### config.mk
export PLATFORM = sky130hd
export DESIGN_NAME = hazard_ctrl_unit
export DESIGN_NICKNAME = d
export VERILOG_FILES = /design/src/rtl/otter_pipe_pkg.sv /design/src/rtl/fwd_sel.sv /design/src/rtl/hazard_ctrl_unit.sv
export SDC_FILE = /design/constraint.sdc
export NUM_CORES = 1
export LEC_CHECK = 0
export BUFFER_PORTS_ARGS = -buffer_cell sky130_fd_sc_hd__buf_2
export CORE_MARGIN = 1
export CORE_UTILIZATION = 39
export DETAILED_ROUTE_END_ITERATION = 8
export PLACE_DENSITY = 0.71
export SYNTH_ARGS = -nofsm -noshare
export SYNTH_HDL_FRONTEND = slang
export SYNTH_SLANG_ARGS = --single-unit
### constraint.sdc
create_clock -name CLK -period 4.1 [get_ports CLK]
set_clock_uncertainty 0.1 [all_clocks]
set_input_delay 0.41 -clock CLK [delete_from_list [all_inputs] [get_ports CLK]]
set_output_delay 0.41 -clock CLK [all_outputs]
set_load 0.02 [all_outputs]
### src/rtl/otter_pipe_pkg.sv
// ---------------------------------------------------------------------------
// otter_pipe_pkg
// Shared pipeline types for the OTTER hazard control slice.
//   hazard_state_t : hazard FSM states (S_INIT, S_RUN, S_MEMWAIT)
//   fwd_sel_t      : ALU operand source select and its encodings
//                    FWD_REG (regfile), FWD_MEM (M stage), FWD_WB (W stage)
//   reg_match()    : true when a producing destination register is a real
//                    register (not x0) and equals a consumer source index
// ---------------------------------------------------------------------------
package otter_pipe_pkg;

    typedef enum logic [1:0] {
        S_INIT    = 2'b00,
        S_RUN     = 2'b01,
        S_MEMWAIT = 2'b10
    } hazard_state_t;

    typedef logic [1:0] fwd_sel_t;

    localparam fwd_sel_t FWD_REG = 2'b00;
    localparam fwd_sel_t FWD_MEM = 2'b10;
    localparam fwd_sel_t FWD_WB  = 2'b01;

    // x0 is hard-wired to zero, so it never creates a dependency.
    function automatic logic reg_match(input logic [4:0] rd, input logic [4:0] rs);
        return (rd != 5'd0) && (rd == rs);
    endfunction

endpackage

### src/rtl/fwd_sel.sv
// ---------------------------------------------------------------------------
// fwd_sel
// Operand forwarding select for one ALU source in the E stage.
// The M-stage result is newer than the W-stage result, so it wins.
// Ports:
//   rs_E        in  5  source register index in E
//   rd_M, rd_W  in  5  destination indices of the M and W stages
//   regWrite_M  in  1  M stage will write rd_M
//   regWrite_W  in  1  W stage will write rd_W
//   sel         out 2  FWD_MEM / FWD_WB / FWD_REG
// ---------------------------------------------------------------------------
module fwd_sel
    import otter_pipe_pkg::*;
(
    input  logic [4:0] rs_E,
    input  logic [4:0] rd_M,
    input  logic [4:0] rd_W,
    input  logic       regWrite_M,
    input  logic       regWrite_W,
    output logic [1:0] sel
);

    // Pick the youngest in-flight producer of rs_E, else the register file.
    always_comb begin
        sel = FWD_REG;
        if (regWrite_M && reg_match(rd_M, rs_E)) begin
            sel = FWD_MEM;
        end else if (regWrite_W && reg_match(rd_W, rs_E)) begin
            sel = FWD_WB;
        end else begin
            sel = FWD_REG;
        end
    end

endmodule

### src/rtl/hazard_ctrl_unit.sv
// ---------------------------------------------------------------------------
// hazard_ctrl_unit
// Stall / flush / forwarding control for a 5-stage pipeline.
//   - Data-memory miss: freezes F/D/E/M until dmem_ready, with a saturating
//     wait counter and a sticky dmem_timeout flag.
//   - Taken branch: flushes D and E.
//   - Load-use: stalls F/D for one cycle and bubbles E.
//   - Operand forwarding for both ALU sources (two fwd_sel instances).
// Priority: memory miss > branch > load-use. A branch that arrives while
// the pipe is frozen is remembered and serviced in the first running cycle.
// Ports:
//   CLK, RST (sync, active-high)
//   rs1_D, rs2_D, rs1_E, rs2_E, rd_E, rd_M, rd_W  register indices
//   regWrite_M, regWrite_W, memRead_E, mem_req_M, branch_taken_E, dmem_ready
//   stall_F/D/E/M, flush_D/E   pipeline register controls
//   fwdA_E, fwdB_E             ALU operand selects
//   dmem_timeout               sticky wait-limit flag
// Configuration macro HAZARD_PERF_CNT_EN adds stall_cnt / flush_cnt outputs.
// ---------------------------------------------------------------------------
module hazard_ctrl_unit
    import otter_pipe_pkg::*;
#(
    parameter int CNT_W    = 32,
    parameter int WAIT_MAX = 15
) (
    input  logic       CLK,
    input  logic       RST,
    input  logic [4:0] rs1_D,
    input  logic [4:0] rs2_D,
    input  logic [4:0] rs1_E,
    input  logic [4:0] rs2_E,
    input  logic [4:0] rd_E,
    input  logic [4:0] rd_M,
    input  logic [4:0] rd_W,
    input  logic       regWrite_M,
    input  logic       regWrite_W,
    input  logic       memRead_E,
    input  logic       mem_req_M,
    input  logic       branch_taken_E,
    input  logic       dmem_ready,
    output logic       stall_F,
    output logic       stall_D,
    output logic       stall_E,
    output logic       stall_M,
    output logic       flush_D,
    output logic       flush_E,
    output logic [1:0] fwdA_E,
    output logic [1:0] fwdB_E,
    output logic       dmem_timeout
`ifdef HAZARD_PERF_CNT_EN
    ,
    output logic [CNT_W-1:0] stall_cnt,
    output logic [CNT_W-1:0] flush_cnt
`endif
);

    // Counter width is a parameter in both builds; it is folded in here so
    // instantiation is identical whether or not the counters are present.
    localparam int WCNT_W = $clog2(WAIT_MAX + 2) + (CNT_W * 0);
    localparam logic [WCNT_W-1:0] WAIT_SAT = WCNT_W'(WAIT_MAX + 1);
    localparam logic [WCNT_W-1:0] WAIT_LIM = WCNT_W'(WAIT_MAX);

    hazard_state_t     state_r;
    logic [WCNT_W-1:0] wait_cnt_r;
    logic              timeout_r;
    logic              br_pend_r;

    logic       miss_s;
    logic       branch_eff_s;
    logic       load_use_s;
    logic       stall_f_s, stall_d_s, stall_e_s, stall_m_s;
    logic       flush_d_s, flush_e_s;
    logic [1:0] fwd_a_s, fwd_b_s;

    fwd_sel u_fwd_a (
        .rs_E       (rs1_E),
        .rd_M       (rd_M),
        .rd_W       (rd_W),
        .regWrite_M (regWrite_M),
        .regWrite_W (regWrite_W),
        .sel        (fwd_a_s)
    );

    fwd_sel u_fwd_b (
        .rs_E       (rs2_E),
        .rd_M       (rd_M),
        .rd_W       (rd_W),
        .regWrite_M (regWrite_M),
        .regWrite_W (regWrite_W),
        .sel        (fwd_b_s)
    );

    // Hazard conditions; a remembered branch counts as a live branch.
    always_comb begin
        miss_s       = mem_req_M && !dmem_ready;
        branch_eff_s = branch_taken_E || br_pend_r;
        load_use_s   = memRead_E && (reg_match(rd_E, rs1_D) || reg_match(rd_E, rs2_D));
    end

    // Stall/flush decode. Stall and flush never hit the same stage together.
    always_comb begin
        stall_f_s = 1'b0;
        stall_d_s = 1'b0;
        stall_e_s = 1'b0;
        stall_m_s = 1'b0;
        flush_d_s = 1'b0;
        flush_e_s = 1'b0;
        if (RST) begin
            stall_f_s = 1'b0;
        end else begin
            case (state_r)
                S_INIT: begin
                    flush_d_s = 1'b1;
                    flush_e_s = 1'b1;
                end
                S_RUN: begin
                    if (miss_s) begin
                        stall_f_s = 1'b1;
                        stall_d_s = 1'b1;
                        stall_e_s = 1'b1;
                        stall_m_s = 1'b1;
                    end else if (branch_eff_s) begin
                        flush_d_s = 1'b1;
                        flush_e_s = 1'b1;
                    end else if (load_use_s) begin
                        stall_f_s = 1'b1;
                        stall_d_s = 1'b1;
                        flush_e_s = 1'b1;
                    end else begin
                        stall_f_s = 1'b0;
                    end
                end
                S_MEMWAIT: begin
                    // Release the freeze in the same cycle the data arrives.
                    if (!dmem_ready) begin
                        stall_f_s = 1'b1;
                        stall_d_s = 1'b1;
                        stall_e_s = 1'b1;
                        stall_m_s = 1'b1;
                    end else begin
                        stall_f_s = 1'b0;
                    end
                end
                default: begin
                    stall_f_s = 1'b0;
                end
            endcase
        end
    end

    // Hazard FSM with wait counter, sticky timeout and pending-branch memory.
    always_ff @(posedge CLK) begin
        if (RST) begin
            state_r    <= S_INIT;
            wait_cnt_r <= {WCNT_W{1'b0}};
            timeout_r  <= 1'b0;
            br_pend_r  <= 1'b0;
        end else begin
            case (state_r)
                S_INIT: begin
                    state_r <= S_RUN;
                end
                S_RUN: begin
                    if (miss_s) begin
                        state_r    <= S_MEMWAIT;
                        wait_cnt_r <= {WCNT_W{1'b0}};
                        if (branch_taken_E) begin
                            br_pend_r <= 1'b1;
                        end
                    end else if (branch_eff_s) begin
                        br_pend_r <= 1'b0;
                    end
                end
                S_MEMWAIT: begin
                    if (dmem_ready) begin
                        state_r <= S_RUN;
                    end
                    if (wait_cnt_r != WAIT_SAT) begin
                        wait_cnt_r <= wait_cnt_r + {{(WCNT_W-1){1'b0}}, 1'b1};
                    end
                    // Incremented count goes past the limit.
                    if (wait_cnt_r >= WAIT_LIM) begin
                        timeout_r <= 1'b1;
                    end
                    if (branch_taken_E) begin
                        br_pend_r <= 1'b1;
                    end
                end
                default: begin
                    state_r <= S_INIT;
                end
            endcase
        end
    end

    // Output drive; forwarding is forced to the register file during reset.
    always_comb begin
        stall_F      = stall_f_s;
        stall_D      = stall_d_s;
        stall_E      = stall_e_s;
        stall_M      = stall_m_s;
        flush_D      = flush_d_s;
        flush_E      = flush_e_s;
        dmem_timeout = timeout_r;
        if (RST) begin
            fwdA_E = FWD_REG;
            fwdB_E = FWD_REG;
        end else begin
            fwdA_E = fwd_a_s;
            fwdB_E = fwd_b_s;
        end
    end

`ifdef HAZARD_PERF_CNT_EN
    logic [CNT_W-1:0] stall_cnt_r;
    logic [CNT_W-1:0] flush_cnt_r;

    // Performance counters, wrapping; the start-up flush is not counted.
    always_ff @(posedge CLK) begin
        if (RST) begin
            stall_cnt_r <= {CNT_W{1'b0}};
            flush_cnt_r <= {CNT_W{1'b0}};
        end else begin
            if (stall_f_s) begin
                stall_cnt_r <= stall_cnt_r + CNT_W'(1);
            end
            if (flush_d_s && (state_r != S_INIT)) begin
                flush_cnt_r <= flush_cnt_r + CNT_W'(1);
            end
        end
    end

    assign stall_cnt = stall_cnt_r;
    assign flush_cnt = flush_cnt_r;
`endif

endmodule

==> flow_summary.yaml <==
cells_and_area:
  area_growth_pct: 29.1
  drive_gt1_share_pct: 33.3
  diodes: 0
  layout_commonest_cell: "buf_2"
  design_area_sq_um: 1360
  fin_util_pct: 54.2
  final_cell_mix: "buf_2 (53), xor2_1 (18), xnor2_1 (12), inv_1 (10)"
  fillerInstances: 237
  nNetsFinal: 240
power:
  p_int_mw: 0.184
  p_comb_share_pct: 41.4
  p_switching_mw: 0.102
  netSwitchingFraction_pct: 35.6
  worst_ir_drop_vdd_mv: 0.106
  p_leak_nw: 0.604
  pwr_density_cell_nw_per_um2: 211
  p_clk_share_pct: 25.0
  seq_power_share_pct: 33.6
floorplanning:
  rows: 18
  die_h_microns: 53.9
  die_x_microns: 53.9
  core_sq_um: 2500
  dieArea_sq_um: 2900
  start_util_pct: 42.0
  io_pins: 54
flow_run:
  cap_violations: 0
global_routing:
  grt-ovfl-total: 0
  grt_max_degree: 17
  antenna_found_initial: 0
  groute.usage.overall_pct: 20.7
  grt_pass1_wl_microns: 4450
  grt_pass1_vias: 1082
clock_network:
  clkLatencyLatePin_ns: 0.27
  postCtsSetupRepairBufs: 0
  clkTransAtPathRegs_ns: 0.07
  htreeDepth: 1
  cts_root_buf: "clkbuf_4"
  cts_sinks: 9
  cts-buffers-inserted: 3
  clk_path_buf_depth: 2
  cts_resized: 0
  cts_tree: "built"
  holdBufCountCts: 0
timing:
  max_freq_mhz: 402
  fin_worst_hold_slack_ns: 0.334
  final-hold-violation-count: 0
  rsz0062_at_grt: "no"
  setup_violations: 0
  tns_ns: 0
  drv_slew: 0
  relSlewSlack_pct: 76.8
  finalCriticalPeriod_ns: 2.48
  finalCritPeriodShare_pct: 60.6
  worst_slew_pin_slew_ns: 0.347
logic_synthesis:
  syn_inst: 136
  synth-seq-area-share_pct: 17.2
  yosys_warnings: 0
  synth_flop_cell: "dfxtp_1"
  syn_nets: 186
  syn_area_per_cell_sq_um: 7.72
  synthesis.area_sq_um: 1050
  synth_seq_cells: 9
  synth_edf_count: 0
  ys_async_sr_fraction_pct: 0
  synth.distinct_cells: 38
setup_path:
  cp_max_fo: 8
  worst-setup-path-type: "reg2out"
  arrival_ns: 1.97
  slowest_stage: "or3b_2"
  slowest_delay_ns: 0.45
  cp.required_ns: 3.59
  endpoint_kind: "output port"
  critPathBufInv: 2
  crit_family: "simple AND/OR/NAND/NOR gates"
  worstPathCellList: "inv_1 -> ha_1 -> and2_1 -> or3b_2 -> o22ai_1 -> buf_2"
  startpoint_type: "flip-flop"
drt:
  route.detailed.drc: 0
  antenna_left: 0
  via_per_inst: 5.14
  drt_iter0_drc: 23
  routedWlPerCell_microns: 11.8
  drt-total-wl_microns: 2590
  drt_pass1_iterations: 4
  num_vias: 1126
placement:
  gp_congestion: 0.892
  place_area_sq_um: 1330
  dp.final_hpwl_microns: 2130
  portBuffers: 53
hold_path:
  hold_class: "in2reg"
outcome:
  outcome: "finished, final reports clean"
[state kept, by name, summed over array words and instances, names as in the netlist]
signal        count
state_r           2
br_pend_r         1
dmem_timeout      1
wait_cnt_r        5
[final cells by class]
| class | count | area [sq um] | share of cell area (%) |
|---|---|---|---|
| clock buffers | 4 | 26.3 | 1.94 |
| inverters | 10 | 37.5 | 2.77 |
| multi-input cells | 113 | 808 | 59.6 |
| flip-flops and latches | 9 | 180 | 13.3 |
| well taps | 30 | 37.5 | 2.77 |
| repair buffers | 53 | 265 | 19.6 |
[power groups by stage]
stage,clock network (mW),logic [mW],registers (mW)
6_report,0.0715,0.118,0.0960
5_1_grt,0.0804,0.133,0.0967
4_1_cts,0.0725,0.118,0.0961
3_5_place_dp,0,0.117,0.0981
3_3_place_gp,0,0.114,0.0974
2_1_floorplan,0,0.0711,0.0970
[per-layer routing]
layer,GRT usage (%),wire length [microns]
met5,0,0
met4,6.14,29
met3,2.82,126
met2,39.3,1290
met1,23.3,1150
[Yosys cell counts (all sizes together) (2+ instances only)]
cell type | instances | share of area (%)
ha | 7 | 8.3
nor3 | 9 | 4.8
and2 | 2 | 1.2
or4 | 7 | 5.0
o21ai | 8 | 4.2
a21oi | 9 | 4.3
nand2 | 4 | 1.4
or3 | 2 | 1.2
nor2b | 2 | 1.2
xor2 | 18 | 15
dfxtp | 9 | 17
o22ai | 2 | 1.8
xnor2 | 12 | 10
nor4 | 3 | 2.4
inv | 10 | 3.6
nand3 | 4 | 1.9
nand2b | 3 | 1.8
buf | 3 | 1.9
nor2 | 9 | 3.2
[worst min-delay path, delay by kind of cell]
kind / cells / cell delay, ns
buffers and inverters: 1 / 0.10
AOI/OAI and AO/OA: 2 / 0.14
[logic make-up after synthesis]
family                   count (synthesis)  share of synthesized area [%]
adder cells (fa/ha/maj)                  7                           8.34
flip-flops                               9                           17.2
XOR/XNOR                                30                           25.0
multiplexers                             2                           2.03
AO/OA/AOI/OAI                           22                           12.5
AND/OR/NAND/NOR                         52                           29.1
buffers and inverters                   14                           5.84
[metrics by stage]
| stage | std cells | power [mW] | setup WS, ns |
|---|---|---|---|
| finish | 219 | 0.286 | 1.62 |
| global route | 219 | 0.310 | 1.48 |
| detailed placement | 215 | 0.216 | 1.79 |
| global placement | 215 | 0.211 | 1.80 |
| CTS | 219 | 0.287 | 1.61 |
| floorplan | 136 | 0.168 | 1.71 |
[path summary, 6_finish.rpt]
path,slack (ns),startpoint,cells after the start,end
worst min-delay path,0.33,branch_taken_E,3,br_pend_r
worst min register to register,0.37,dmem_timeout,2,dmem_timeout
worst max-delay path,1.62,state_r[1],6,flush_E
worst max register to register,2.16,state_r[0],6,wait_cnt_r[3]
(Power assumes the default switching activity.)
